<file path="config.mk">
export PLATFORM = sky130hd
export DESIGN_NAME = serial_signed_divide_by_power_of_2_flat
export DESIGN_NICKNAME = d
export VERILOG_FILES = /design/src/rtl/div_pow2_pkg.sv /design/src/rtl/serial_signed_divide_by_power_of_2_if.sv /design/src/rtl/div_pow2_round_fix.sv /design/src/rtl/serial_signed_divide_by_power_of_2.sv /design/src/flat_wrapper.sv
export SDC_FILE = /design/constraint.sdc
export NUM_CORES = 1
export LEC_CHECK = 0
export ABC_CLOCK_PERIOD_IN_PS = 2900
export CORE_AREA = 4 4 50 52
export CTS_CLUSTER_DIAMETER = 30
export CTS_CLUSTER_SIZE = 12
export DETAILED_ROUTE_END_ITERATION = 7
export DIE_AREA = 0 0 54 56
export GPL_TIMING_DRIVEN = 0
export MAX_ROUTING_LAYER = met4
export PLACE_DENSITY = 0.9
export SETUP_SLACK_MARGIN = 0.4
export SLEW_MARGIN = 10
export SYNTH_ARGS = -nofsm -noshare
export SYNTH_HDL_FRONTEND = slang
export SYNTH_SLANG_ARGS = --single-unit
</file>
<file path="constraint.sdc">
create_clock -name clk -period 2.9 [get_ports clk]
set_input_delay 0.87 -clock clk [delete_from_list [all_inputs] [get_ports clk]]
set_output_delay 0.87 -clock clk [all_outputs]
set_load 0.03 [all_outputs]
</file>
<file path="src/rtl/div_pow2_pkg.sv">
// Shared types and helpers for the serial signed divide-by-2^s block.
package div_pow2_pkg;

  localparam int unsigned DIV_POW2_N_DEFAULT = 8;

  typedef enum logic [1:0] {
    IDLE,
    SHIFT,
    DONE
  } div_pow2_state_t;

  // Limit the shift count to the largest meaningful shift for an n-bit operand.
  function automatic int unsigned clamp_shift(input int unsigned s_val, input int unsigned n);
    return (s_val >= n) ? (n - 1) : s_val;
  endfunction

endpackage

</file>
<file path="src/rtl/serial_signed_divide_by_power_of_2_if.sv">
// Operand/result handshake bundle for serial_signed_divide_by_power_of_2.
interface serial_signed_divide_by_power_of_2_if
  import div_pow2_pkg::*;
#(
  parameter int unsigned N  = DIV_POW2_N_DEFAULT,
  parameter int unsigned SW = $clog2(N)
) ();

  logic          in_valid;
  logic          in_ready;
  logic [N-1:0]  a;
  logic [SW-1:0] s;
  logic          out_valid;
  logic          out_ready;
  logic [N-1:0]  res;

  modport master (
    output in_valid, a, s, out_ready,
    input  in_ready, out_valid, res
  );

  modport slave (
    input  in_valid, a, s, out_ready,
    output in_ready, out_valid, res
  );

endinterface

</file>
<file path="src/rtl/div_pow2_round_fix.sv">
// Final-step correction for the serial divider.
// SERIAL_DIV_POW2_ROUND_TO_ZERO_EN selects truncation toward zero
// (+1 on negative inexact results); otherwise the floor value passes through.
module div_pow2_round_fix #(
  parameter int unsigned N = 8
) (
  input  logic [N-1:0] shifted_i,
  input  logic         sign_i,
  input  logic         sticky_i,
  output logic [N-1:0] fixed_o
);

`ifdef SERIAL_DIV_POW2_ROUND_TO_ZERO_EN
  // Negative, inexact result: step one toward zero (cannot overflow).
  always_comb begin
    fixed_o = shifted_i + {{(N-1){1'b0}}, (sign_i & sticky_i)};
  end
`else
  logic unused_round_inputs;
  assign unused_round_inputs = sign_i ^ sticky_i;

  // Floor result: arithmetic shift output is already final.
  always_comb begin
    fixed_o = shifted_i;
  end
`endif

endmodule

</file>
<file path="src/rtl/serial_signed_divide_by_power_of_2.sv">
// Multi-cycle signed divide by 2^s, one arithmetic right shift per clock.
// Optional macro SERIAL_DIV_POW2_ROUND_TO_ZERO_EN: truncate toward zero
// instead of flooring.
module serial_signed_divide_by_power_of_2
  import div_pow2_pkg::*;
#(
  parameter int unsigned N  = DIV_POW2_N_DEFAULT,
  parameter int unsigned SW = $clog2(N)
) (
  input  logic clk,
  input  logic rst,
  serial_signed_divide_by_power_of_2_if.slave bus
);

  div_pow2_state_t state_q, state_d;
  logic [N-1:0]    acc_q, acc_d;
  logic [SW-1:0]   cnt_q, cnt_d;
  logic            sticky_q, sticky_d;
  logic [N-1:0]    res_q, res_d;

  logic [N-1:0]    shifted;
  logic            sticky_all;
  logic [N-1:0]    fixed;
  logic [SW-1:0]   cnt_clamped;

  assign shifted     = {acc_q[N-1], acc_q[N-1:1]};
  assign sticky_all  = sticky_q | acc_q[0];
  assign cnt_clamped = SW'(clamp_shift(32'(bus.s), N));

  div_pow2_round_fix #(.N(N)) u_round_fix (
    .shifted_i (shifted),
    .sign_i    (shifted[N-1]),
    .sticky_i  (sticky_all),
    .fixed_o   (fixed)
  );

  // State, datapath and held result registers.
  always_ff @(posedge clk) begin
    if (rst) begin
      state_q  <= IDLE;
      acc_q    <= '0;
      cnt_q    <= '0;
      sticky_q <= '0;
      res_q    <= '0;
    end else begin
      state_q  <= state_d;
      acc_q    <= acc_d;
      cnt_q    <= cnt_d;
      sticky_q <= sticky_d;
      res_q    <= res_d;
    end
  end

  // Next-state and datapath updates for accept, shift and hand-off.
  always_comb begin
    state_d  = state_q;
    acc_d    = acc_q;
    cnt_d    = cnt_q;
    sticky_d = sticky_q;
    res_d    = res_q;

    unique case (state_q)
      IDLE: begin
        if (bus.in_valid) begin
          acc_d    = bus.a;
          cnt_d    = cnt_clamped;
          sticky_d = 1'b0;
          state_d  = (cnt_clamped == '0) ? DONE : SHIFT;
        end
      end
      SHIFT: begin
        acc_d    = shifted;
        sticky_d = sticky_all;
        cnt_d    = cnt_q - SW'(1);
        if (cnt_q == SW'(1)) begin
          acc_d   = fixed;
          state_d = DONE;
        end
      end
      DONE: begin
        if (bus.out_ready) begin
          state_d = IDLE;
        end
      end
      default: state_d = IDLE;
    endcase

    // res is a separate register so it only moves on the edge entering DONE.
    if (state_d == DONE && state_q != DONE) begin
      res_d = acc_d;
    end
  end

  assign bus.in_ready  = (state_q == IDLE);
  assign bus.out_valid = (state_q == DONE);
  assign bus.res       = res_q;

endmodule

</file>
<file path="src/flat_wrapper.sv">
// flat-port wrapper written by rule: the top's interface ports become plain ports
module serial_signed_divide_by_power_of_2_flat import div_pow2_pkg::*;
#(
  parameter int unsigned N  = DIV_POW2_N_DEFAULT,
  parameter int unsigned SW = $clog2(N)
)
  (clk, rst, bus_in_valid, bus_a, bus_s, bus_out_ready, bus_in_ready, bus_out_valid, bus_res);
  serial_signed_divide_by_power_of_2_if #(.N(N), .SW(SW)) bus_i ();
  input  logic clk;
  input  logic rst;
  input wire logic [$bits(bus_i.in_valid)-1:0] bus_in_valid;
  input wire logic [$bits(bus_i.a)-1:0] bus_a;
  input wire logic [$bits(bus_i.s)-1:0] bus_s;
  input wire logic [$bits(bus_i.out_ready)-1:0] bus_out_ready;
  output wire logic [$bits(bus_i.in_ready)-1:0] bus_in_ready;
  output wire logic [$bits(bus_i.out_valid)-1:0] bus_out_valid;
  output wire logic [$bits(bus_i.res)-1:0] bus_res;
  assign bus_i.in_valid = bus_in_valid;
  assign bus_i.a = bus_a;
  assign bus_i.s = bus_s;
  assign bus_i.out_ready = bus_out_ready;
  assign bus_in_ready = bus_i.in_ready;
  assign bus_out_valid = bus_i.out_valid;
  assign bus_res = bus_i.res;
  serial_signed_divide_by_power_of_2 #(.N(N), .SW(SW)) u_core (.clk(clk), .rst(rst), .bus(bus_i));
endmodule
</file>
==> results of run 1 <==
final timing paths:
check	from	end	slack (ns)
setup reg to reg	u_core.cnt_q[1]	u_core.bus.res[7]	1.09
setup / recovery	u_core.state_q[1]	bus_in_ready	0.53
hold / removal	u_core.bus.res[6]	u_core.bus.res[6]	0.47
hold reg to reg	u_core.bus.res[6]	u_core.bus.res[6]	0.47
critical path: cells and delay by family, from the launching register on:
family / cells / cell delay [ns]
and+or+nand+nor: 1 / 0.12
DFF: 1 / 0.32
buffers and inverters: 3 / 0.73
cell families after synthesis:
family,after synthesis
flip-flops,21
AND/OR/NAND/NOR,33
adder cells (fa/ha/maj),2
buffers and inverters,12
AO/OA/AOI/OAI,43
multiplexers,1
metrics by stage:
| stage | instance area [sq um] | worst slack (ns) | hold WS (ns) | total power [mW] | utilization [%] |
|---|---|---|---|---|---|
| floorplan | 1020 | 0.980 | 0.468 | 0.448 | - |
| global placement | 1300 | 0.283 | 0.456 | 0.504 | 61.7 |
| detailed placement | 1300 | 0.241 | 0.463 | 0.513 | 61.7 |
| CTS | 1330 | 0.507 | 0.478 | 0.651 | 62.9 |
| global route | 1330 | 0.414 | 0.500 | 0.689 | 63.0 |
| finish | 1330 | 0.532 | 0.473 | 0.654 | 63.0 |
routing by layer:
| layer | global-route usage (%) | part of all wire [%] |
|---|---|---|
| met2 | 27.9 | 51 |
| met1 | 23.1 | 42 |
| met4 | 6.76 | 0.77 |
| met5 | - | 0 |
| met3 | 5.63 | 6.5 |
cell usage after synthesis (all sizes together):
master	count
inv	4
o21ba	1
clkinv	1
nor3b	1
nand3	1
o21ai	15
o32ai	1
nor3	2
a21oi	10
o21bai	7
nand2	2
dfxtp	21
nor2b	3
or4	7
a221oi	1
and4bb	1
clkbuf	3
ha	2
mux2	1
a211oi	3
nor2	5
buf	4
or3b	2
nand2b	9
o22ai	5
state kept, by name (all words and copies together) (netlist names):
register	cells
u_core.state_q	2
u_core.bus.res	8
u_core.cnt_q	3
u_core.acc_q	8
cell type report:
cell class	count	area (sq um)
plain buffers	7	37.5
clock buffers	3	22.5
clock inverters	1	5.00
fillers	190	779
inverters	5	18.8
multi-input cells	79	548
flip-flops and latches	21	420
well taps	28	35.0
repair buffers	24	239
power by group:
| group | switching, mW | leakage, nW | internal, mW | total, mW |
|---|---|---|---|---|
| logic | 0.0954 | 0.302 | 0.0785 | 0.174 |
| registers | 0.0165 | 0.173 | 0.316 | 0.333 |
| clock network | 0.0955 | 0.0177 | 0.0518 | 0.147 |
==> impl_metrics.json, run 1 <==
{
  "run_status": "finished, final reports clean",
  "cts_max_level": 1,
  "detail-route-antenna-nets": 0,
  "max_slew_margin_pct": 65.9,
  "coreArea_sq_um": 2110,
  "timing.critical_path.slowest_stage_cell": "sky130_fd_sc_hd__clkdlybuf4s15_1",
  "simple_gate_area_share_of_the_yosys_netlist_pct": 22.6,
  "io_pins": 25,
  "grt_start_max_net_pins": 13,
  "syn-instance-count": 112,
  "min_path_cells": 2,
  "critical_path_class": "flop to output port",
  "vias_per_cell": 5.68,
  "grt-ovfl-total": 0,
  "ys_ff_latch": 21,
  "grt_pass1_vias": 908,
  "final_cell_count_no_fill": 168,
  "setup-tns-final_ns": 0,
  "routed-via-count": 955,
  "mostFrequentLayoutCell": "sky130_fd_sc_hd__clkdlybuf4s50_1",
  "synth_largest_area_cell": "sky130_fd_sc_hd__dfxtp_1",
  "placedCellCount": 164,
  "yosysSeqAreaShare_pct": 41.1,
  "max-clock-path-buffers": 2,
  "antenna_cells": 0,
  "synth-xor-area-share_pct": 0,
  "post_synth.cell_area_avg_sq_um": 9.14,
  "finalHoldViolCount": 0,
  "finalNetCount": 158,
  "port_buffers": 24,
  "period_share_pct": 81.7,
  "cts_inserted_buffers": 3,
  "synth-compound-area-share_pct": 27.0,
  "maxCapViolCount": 0,
  "mappedNetlistNets": 129,
  "clock_insertion_delay_worst_skew_ns": 0.32,
  "synth_top_family_by_area": "compound AO/OA/AOI/OAI gates",
  "timing.reg2reg.worst_path_depth": 6,
  "post_cts_resized": 3,
  "worst_ep_required_time_ns": 2.03,
  "cellPowerDensity_nw_per_um2": 493,
  "slew_viol_final": 0,
  "clock-skew-final_ns": 0.00759,
  "critPathLaunchType": "flop",
  "globalplace.congestion": 0.784,
  "netlist.area_leader.share_pct": 41.1,
  "chipWidth_microns": 54,
  "drtPass1Iterations": 4,
  "placementRows": 17,
  "hold_class": "flop to flop",
  "routed_wire_length_per_instance_microns": 14.6,
  "die_area_sq_um": 3020,
  "path_clk_slew_ns": 0.12,
  "setup.worst_path.end_class": "output port",
  "grt_antenna_before_repair": 0,
  "drt_drc_violations_left": 0,
  "tritoncts_clock_tree": "done",
  "post_synth_mux_area_share_pct": 1.47,
  "critical_path.cell_chain": "buf_4, clkbuf_2, nor2_1, clkdlybuf4s15_1",
  "clock_sinks": 21,
  "maxClockFrequency_mhz": 422,
  "syn_area_sq_um": 1020,
  "clock_root_buffer_master": "sky130_fd_sc_hd__clkbuf_4",
  "finalSetupViolCount": 0,
  "synthAdderAreaFrac_pct": 2.44,
  "cpPeakStageDelay_ns": 0.37,
  "chipHeight_microns": 56,
  "cp.arrival_ns": 1.50,
  "drive_above_1_share_pct": 12.1,
  "period_minus_slack_ns": 2.37,
  "unrepaired_setup_endpoints_after_global_routing": "no",
  "postCtsSetupRepairBufs": 0,
  "syn_to_final_growth_pct": 29.6,
  "yosys-top-cells-area": "sky130_fd_sc_hd__dfxtp_1 (41%), sky130_fd_sc_hd__nand2b_1 (5.5%), sky130_fd_sc_hd__o21bai_1 (5.1%), sky130_fd_sc_hd__or4_1 (5.1%), sky130_fd_sc_hd__a21oi_1 (4.9%)",
  "timing_worst_slew_pin_value_ns": 0.512,
  "worstPathMaxFanout": 10,
  "grt_use_total_pct": 18.6,
  "commonest_cells_after_routing_fill_and_taps_aside": "sky130_fd_sc_hd__clkdlybuf4s50_1 (22), sky130_fd_sc_hd__dfxtp_1 (21), sky130_fd_sc_hd__a21oi_1 (10), sky130_fd_sc_hd__nand2b_1 (9), sky130_fd_sc_hd__o21ai_0 (8)",
  "routed_wirelength_mm": 2.46,
  "initial_core_util_pct": 48.6,
  "first_iter_violations": 19,
  "hpwlAfterDp_mm": 1.77,
  "total_leakage_power_nw": 0.492,
  "yosys_warnings": 0,
  "cts.hold.buffers_added": 0,
  "library_cells_used_by_synthesis": 30,
  "grt_first_pass_wirelength_mm": 4.07,
  "worst_ir_drop_vdd_mv": 0.438
}
(Power assumes the default switching activity.)
==> inputs of run 2 (changes only) <==
--- a/config.mk
+++ b/config.mk
@@ -5,15 +5,15 @@
 export SDC_FILE = /design/constraint.sdc
 export NUM_CORES = 1
 export LEC_CHECK = 0
-export ABC_CLOCK_PERIOD_IN_PS = 2900
-export CORE_AREA = 4 4 50 52
+export ABC_CLOCK_PERIOD_IN_PS = 2000
+export CORE_AREA = 4 4 54 56
 export CTS_CLUSTER_DIAMETER = 30
 export CTS_CLUSTER_SIZE = 12
 export DETAILED_ROUTE_END_ITERATION = 7
-export DIE_AREA = 0 0 54 56
+export DIE_AREA = 0 0 58 60
 export GPL_TIMING_DRIVEN = 0
 export MAX_ROUTING_LAYER = met4
-export PLACE_DENSITY = 0.9
+export PLACE_DENSITY = 0.82
 export SETUP_SLACK_MARGIN = 0.4
 export SLEW_MARGIN = 10
 export SYNTH_ARGS = -nofsm -noshare
==> constraint.sdc (replaced) <==
create_clock -name clk -period 2 [get_ports clk]
set_input_delay 0.6 -clock clk [delete_from_list [all_inputs] [get_ports clk]]
set_output_delay 0.6 -clock clk [all_outputs]
set_load 0.03 [all_outputs]
==> impl_metrics.json, run 2 (synthesized netlist as in run 1, its figures left out) <==
{
  "run_status": "finished, final reports clean",
  "post_dp_cell_area_sq_um": 1310,
  "timing.final.ws_setup_ns": 0.253,
  "cp.buffers_inverters": 3,
  "cts.hold.buffers_added": 0,
  "clock_root_buffer_master": "sky130_fd_sc_hd__clkbuf_4",
  "routedLengthMet1_mm": 1.21,
  "unrepaired_setup_endpoints_after_global_routing": "yes",
  "detail-route-antenna-nets": 0,
  "timing.critical_path.slowest_stage_cell": "sky130_fd_sc_hd__dfxtp_2",
  "filler_cell_count": 186,
  "commonest_cells_after_routing_fill_and_taps_aside": "sky130_fd_sc_hd__dfxtp_1 (18), sky130_fd_sc_hd__buf_4 (12), sky130_fd_sc_hd__a21oi_1 (10), sky130_fd_sc_hd__nand2b_1 (9)",
  "final_area_sq_um": 1550,
  "port_buffers": 24,
  "post-route-util_pct": 63.5,
  "grt_use_total_pct": 19.1,
  "vias_per_cell": 5.93,
  "timing.reg2reg.worst_path_depth": 7,
  "seq_area_sq_um": 427,
  "clock_insertion_delay_worst_skew_ns": 0.32,
  "cts_max_level": 1,
  "cellPowerDensity_nw_per_um2": 671,
  "setup.reg_to_reg.worst_slack_ns": 0.29,
  "min_path_cells": 2,
  "route.met2.wl_mm": 1.52,
  "mostFrequentLayoutCell": "sky130_fd_sc_hd__dfxtp_1",
  "worst_ep_required_time_ns": 1.40,
  "drtPass1Iterations": 4,
  "hold_class": "flop to flop",
  "grt-ovfl-total": 0,
  "total_leakage_power_nw": 0.602,
  "routed_wirelength_mm": 3.20,
  "finalSetupViolCount": 0,
  "path_delay_family": "buffers and inverters",
  "timing_worst_slew_pin_value_ns": 0.419,
  "setup-tns-final_ns": 0,
  "placementRows": 18,
  "coreArea_sq_um": 2430,
  "hold_slack_ns": 0.473,
  "detailedPlace.worstSlack_ns": -0.376,
  "drt_drc_violations_left": 0,
  "r2r_end": "u_core.bus.res[4]",
  "r2r_start": "u_core.state_q[1]",
  "clock_sinks": 21,
  "hpwlAfterDp_mm": 1.74,
  "grt_pass1_vias": 1096,
  "routed_wire_length_per_instance_microns": 17.4,
  "top_layer_used": "met4",
  "chipHeight_microns": 60,
  "syn_to_final_growth_pct": 51.0,
  "maxCapViolCount": 0,
  "maxClockFrequency_mhz": 573,
  "critical_path_class": "flop to output port",
  "max_slew_margin_pct": 72.1,
  "first_iter_violations": 47,
  "cp.arrival_ns": 1.15,
  "grt_antenna_before_repair": 0,
  "period_share_pct": 87.3,
  "globalplace.congestion": 0.766,
  "initial_core_util_pct": 42.1,
  "critical_path.cell_chain": "buf_6, clkbuf_16, nor2_4, buf_6",
  "grt_start_max_net_pins": 13,
  "routed-via-count": 1092,
  "multi_input_area_sq_um": 621,
  "fin_total_pwr_mw": 1.04,
  "setup.worst_path.end_class": "output port",
  "worst_path_most_repeated_cell": "sky130_fd_sc_hd__buf_6",
  "die_area_sq_um": 3480,
  "drive_above_1_share_pct": 39.0,
  "finalHoldViolCount": 0,
  "grt_first_pass_wirelength_mm": 4.95,
  "worst_ir_drop_vdd_mv": 0.461,
  "worstHoldEndpoint": "u_core.bus.res[5]",
  "hp-start": "u_core.bus.res[5]",
  "max-clock-path-buffers": 2,
  "worstPathMaxFanout": 5,
  "period_minus_slack_ns": 1.75,
  "clock-skew-final_ns": 0.00570,
  "cpPeakStageDelay_ns": 0.34,
  "path_clk_slew_ns": 0.13,
  "finalNetCount": 172,
  "critPathLaunchType": "flop",
  "chipWidth_microns": 58,
  "tritoncts_clock_tree": "done",
  "slew_viol_final": 0,
  "wl_met3_microns": 301,
  "cts_inserted_buffers": 3,
  "io_pins": 25,
  "placedCellCount": 166,
  "final_cell_count_no_fill": 184,
  "antenna_cells": 0
}
[run 2: cell type report]
cell class                 count  share of cell area (%)
multi-input combinational     80                    40.2
sequential                    21                    27.6
timing repair buffer          37                    21.5
buffer                         7                    5.26
tap                           30                    2.43
clock buffer                   3                    1.46
inverter                       5                    1.21
clock inverter                 1                   0.324
[run 2: worst max-delay path by stage]
stage / from / end / cells after the start
after floorplan: bus_in_valid / u_core.bus.res[7] / 4
after global placement: bus_in_valid / u_core.bus.res[7] / 5
after detailed placement: bus_in_valid / u_core.bus.res[7] / 5
after CTS: u_core.state_q[1] / bus_in_ready / 4
after global routing: u_core.state_q[1] / bus_in_ready / 4
final: u_core.state_q[1] / bus_in_ready / 4
[run 2: routing by layer]
metal / vias to the layer above / global-route usage [%]
met5: - / -
met4: 0 / 11.6
met3: 20 / 4.10
met2: 65 / 31.1
met1: 510 / 21.4
li1: 497 / -
[run 2: power by group]
part / internal [mW] / switching (mW)
combinational: 0.157 / 0.169
clock: 0.0749 / 0.146
sequential: 0.460 / 0.0300
[run 2: timing repair]
action                                  CTS  global route
gates resized for setup                  76            12
pin swaps                                 4             3
setup buffers                            11             2
gates cloned                              1             0
endpoints found under the setup margin   26            13
[run 2: worst min-delay path, cell delays in order (launching register included)]
cell and delay, ns:
sky130_fd_sc_hd__dfxtp_1 0.33, sky130_fd_sc_hd__nand2b_1 0.06, sky130_fd_sc_hd__o21ai_1 0.05
==> inputs of run 3 (changes only) <==
--- a/config.mk
+++ b/config.mk
@@ -6,14 +6,14 @@
 export NUM_CORES = 1
 export LEC_CHECK = 0
 export ABC_CLOCK_PERIOD_IN_PS = 2000
-export CORE_AREA = 4 4 54 56
+export CORE_AREA = 4 4 57 59
 export CTS_CLUSTER_DIAMETER = 30
 export CTS_CLUSTER_SIZE = 12
 export DETAILED_ROUTE_END_ITERATION = 7
-export DIE_AREA = 0 0 58 60
-export GPL_TIMING_DRIVEN = 0
+export DIE_AREA = 0 0 61 63
+export GPL_TIMING_DRIVEN = 1
 export MAX_ROUTING_LAYER = met4
-export PLACE_DENSITY = 0.82
+export PLACE_DENSITY = 0.75
 export SETUP_SLACK_MARGIN = 0.4
 export SLEW_MARGIN = 10
 export SYNTH_ARGS = -nofsm -noshare
==> impl_metrics.json, run 3 (synthesized netlist as in run 1, its figures left out) <==
{
  "clock-skew-final_ns": 0.00883,
  "vias_per_cell": 5.44,
  "period_share_pct": 85.1,
  "first_iter_violations": 26,
  "filler_cell_count": 247,
  "cp.arrival_ns": 1.10,
  "grt_antenna_before_repair": 0,
  "routed-via-count": 1045,
  "worstHoldEndpoint": "u_core.bus.res[6]",
  "io_pins": 25,
  "clock_sinks": 21,
  "p_int_uw": 696,
  "hpwlAfterDp_mm": 1.89,
  "drtPass1Iterations": 4,
  "timing_worst_slew_pin_value_ns": 0.371,
  "seq_area_sq_um": 424,
  "post-route-util_pct": 56.6,
  "grt_first_pass_wirelength_mm": 4.62,
  "grt_use_total_pct": 15.9,
  "post_dp_cell_area_sq_um": 1420,
  "cts_inserted_buffers": 3,
  "grt_start_max_net_pins": 13,
  "run_status": "finished, final reports clean",
  "timing.critical_path.slowest_stage_cell": "sky130_fd_sc_hd__dfxtp_2",
  "die_area_sq_um": 3840,
  "worst_ep_required_time_ns": 1.40,
  "worst_path_most_repeated_cell": "sky130_fd_sc_hd__buf_6",
  "path_clk_slew_ns": 0.12,
  "drive_above_1_share_pct": 37.9,
  "detailedPlace.worstSlack_ns": -0.284,
  "timing.reg2reg.worst_path_depth": 5,
  "detail-route-antenna-nets": 0,
  "unrepaired_setup_endpoints_after_global_routing": "yes",
  "slew_viol_final": 0,
  "hp-start": "u_core.bus.res[6]",
  "tritoncts_clock_tree": "done",
  "coreArea_sq_um": 2710,
  "hold_class": "flop to flop",
  "total_leakage_power_nw": 0.627,
  "setup.reg_to_reg.worst_slack_ns": 0.35,
  "hold_slack_ns": 0.474,
  "r2r_start": "u_core.state_q[0]",
  "max-clock-path-buffers": 2,
  "max_slew_margin_pct": 75.2,
  "maxCapViolCount": 0,
  "final_area_sq_um": 1530,
  "seq_power_share_pct": 47.6,
  "chipWidth_microns": 61,
  "path_delay_family": "flip-flops",
  "clock_insertion_delay_worst_skew_ns": 0.31,
  "grt_pass1_vias": 1015,
  "worst_ir_drop_vdd_mv": 0.488,
  "drt_drc_violations_left": 0,
  "cts_max_level": 1,
  "port_buffers": 24,
  "commonest_cells_after_routing_fill_and_taps_aside": "sky130_fd_sc_hd__buf_4 (22), sky130_fd_sc_hd__dfxtp_1 (18), sky130_fd_sc_hd__a21oi_1 (10), sky130_fd_sc_hd__nand2b_1 (9)",
  "cellPowerDensity_nw_per_um2": 665,
  "mostFrequentLayoutCell": "sky130_fd_sc_hd__buf_4",
  "critical_path_class": "flop to output port",
  "swShare_pct": 31.6,
  "placementRows": 19,
  "finalSetupViolCount": 0,
  "initial_core_util_pct": 37.8,
  "routed_wire_length_per_instance_microns": 15.0,
  "routed_wirelength_mm": 2.89,
  "r2r_end": "u_core.bus.res[0]",
  "period_minus_slack_ns": 1.70,
  "min_path_cells": 2,
  "power.clock.fraction_pct": 20.5,
  "critPathLaunchType": "flop",
  "finalHoldViolCount": 0,
  "finalNetCount": 179,
  "setup-tns-final_ns": 0,
  "critical_path.cell_chain": "buf_6, nor2b_4, buf_6",
  "antenna_cells": 0,
  "clock_root_buffer_master": "sky130_fd_sc_hd__clkbuf_4",
  "worstPathMaxFanout": 7,
  "timing.final.ws_setup_ns": 0.299,
  "globalplace.congestion": 0.866,
  "cpPeakStageDelay_ns": 0.37,
  "grt-ovfl-total": 0,
  "cp.buffers_inverters": 2,
  "setup.worst_path.end_class": "output port",
  "maxClockFrequency_mhz": 588,
  "syn_to_final_growth_pct": 49.8,
  "gate_power_share_pct": 31.9,
  "chipHeight_microns": 63,
  "p_switching_uw": 322,
  "multi_input_area_sq_um": 596
}
run 3: changes by cell type in the layout (fill, tap and decap cells not counted), moves of 2 or more:
cell                              delta
sky130_fd_sc_hd__buf_2               +2
sky130_fd_sc_hd__buf_4              +10
sky130_fd_sc_hd__buf_6               -2
sky130_fd_sc_hd__clkdlybuf4s15_2     -4
sky130_fd_sc_hd__o21bai_1            +3
sky130_fd_sc_hd__o21bai_2            -3
run 3: routing by layer:
layer | vias to the layer above | share of wire, % | global-route usage, %
met4 | 0 | 0.59 | 3.25
met2 | 42 | 49 | 23.7
met3 | 2 | 6.8 | 4.55
li1 | 511 | - | -
met1 | 490 | 44 | 21.5
met5 | - | 0 | -
run 3: power by group through the flow:
stage	Clock [mW]	Combinational [mW]	Sequential, mW
finish	0.209	0.325	0.485
global route	0.229	0.351	0.489
CTS	0.216	0.327	0.484
detailed placement	0	0.297	0.490
global placement	0	0.290	0.488
floorplan	0	0.146	0.505
run 3: cell type report:
| type | count | area share (%) |
|---|---|---|
| clock buffer | 3 | 1.47 |
| timing repair buffer | 51 | 27.9 |
| sequential | 21 | 27.7 |
| inverter | 5 | 1.22 |
| tap | 31 | 2.53 |
| multi-input combinational | 80 | 38.9 |
| clock inverter | 1 | 0.327 |
run 3: worst max path at each step:
stage	from	end	depth (start not counted)
after floorplan	bus_in_valid	u_core.bus.res[7]	4
after global placement	bus_in_valid	u_core.bus.res[0]	5
after detailed placement	bus_in_valid	u_core.bus.res[0]	5
after CTS	u_core.state_q[1]	bus_out_valid	3
after global routing	u_core.state_q[1]	bus_out_valid	3
final	u_core.state_q[1]	bus_out_valid	3
run 3: metrics by stage:
step	cells	power, mW
6_report	192	1.02
5_1_grt	192	1.07
4_1_cts	192	1.03
3_5_place_dp	180	0.787
3_3_place_gp	180	0.778
2_1_floorplan	112	0.651
run 3: tightest hold or removal path: cells and delay by family, from the launching register on:
family | cells | cell delay, ns
AO/OA/AOI/OAI | 1 | 0.05
flip-flops | 1 | 0.33
AND/OR/NAND/NOR | 1 | 0.06
run 3: what timing repair did:
item / in CTS / in global routing
buffers inserted: 6 / 0
gates resized for setup: 53 / 17
setup endpoints to repair: 21 / 17
hold buffers: 0 / 0
gates cloned: 2 / 0
pin swaps: 8 / 3
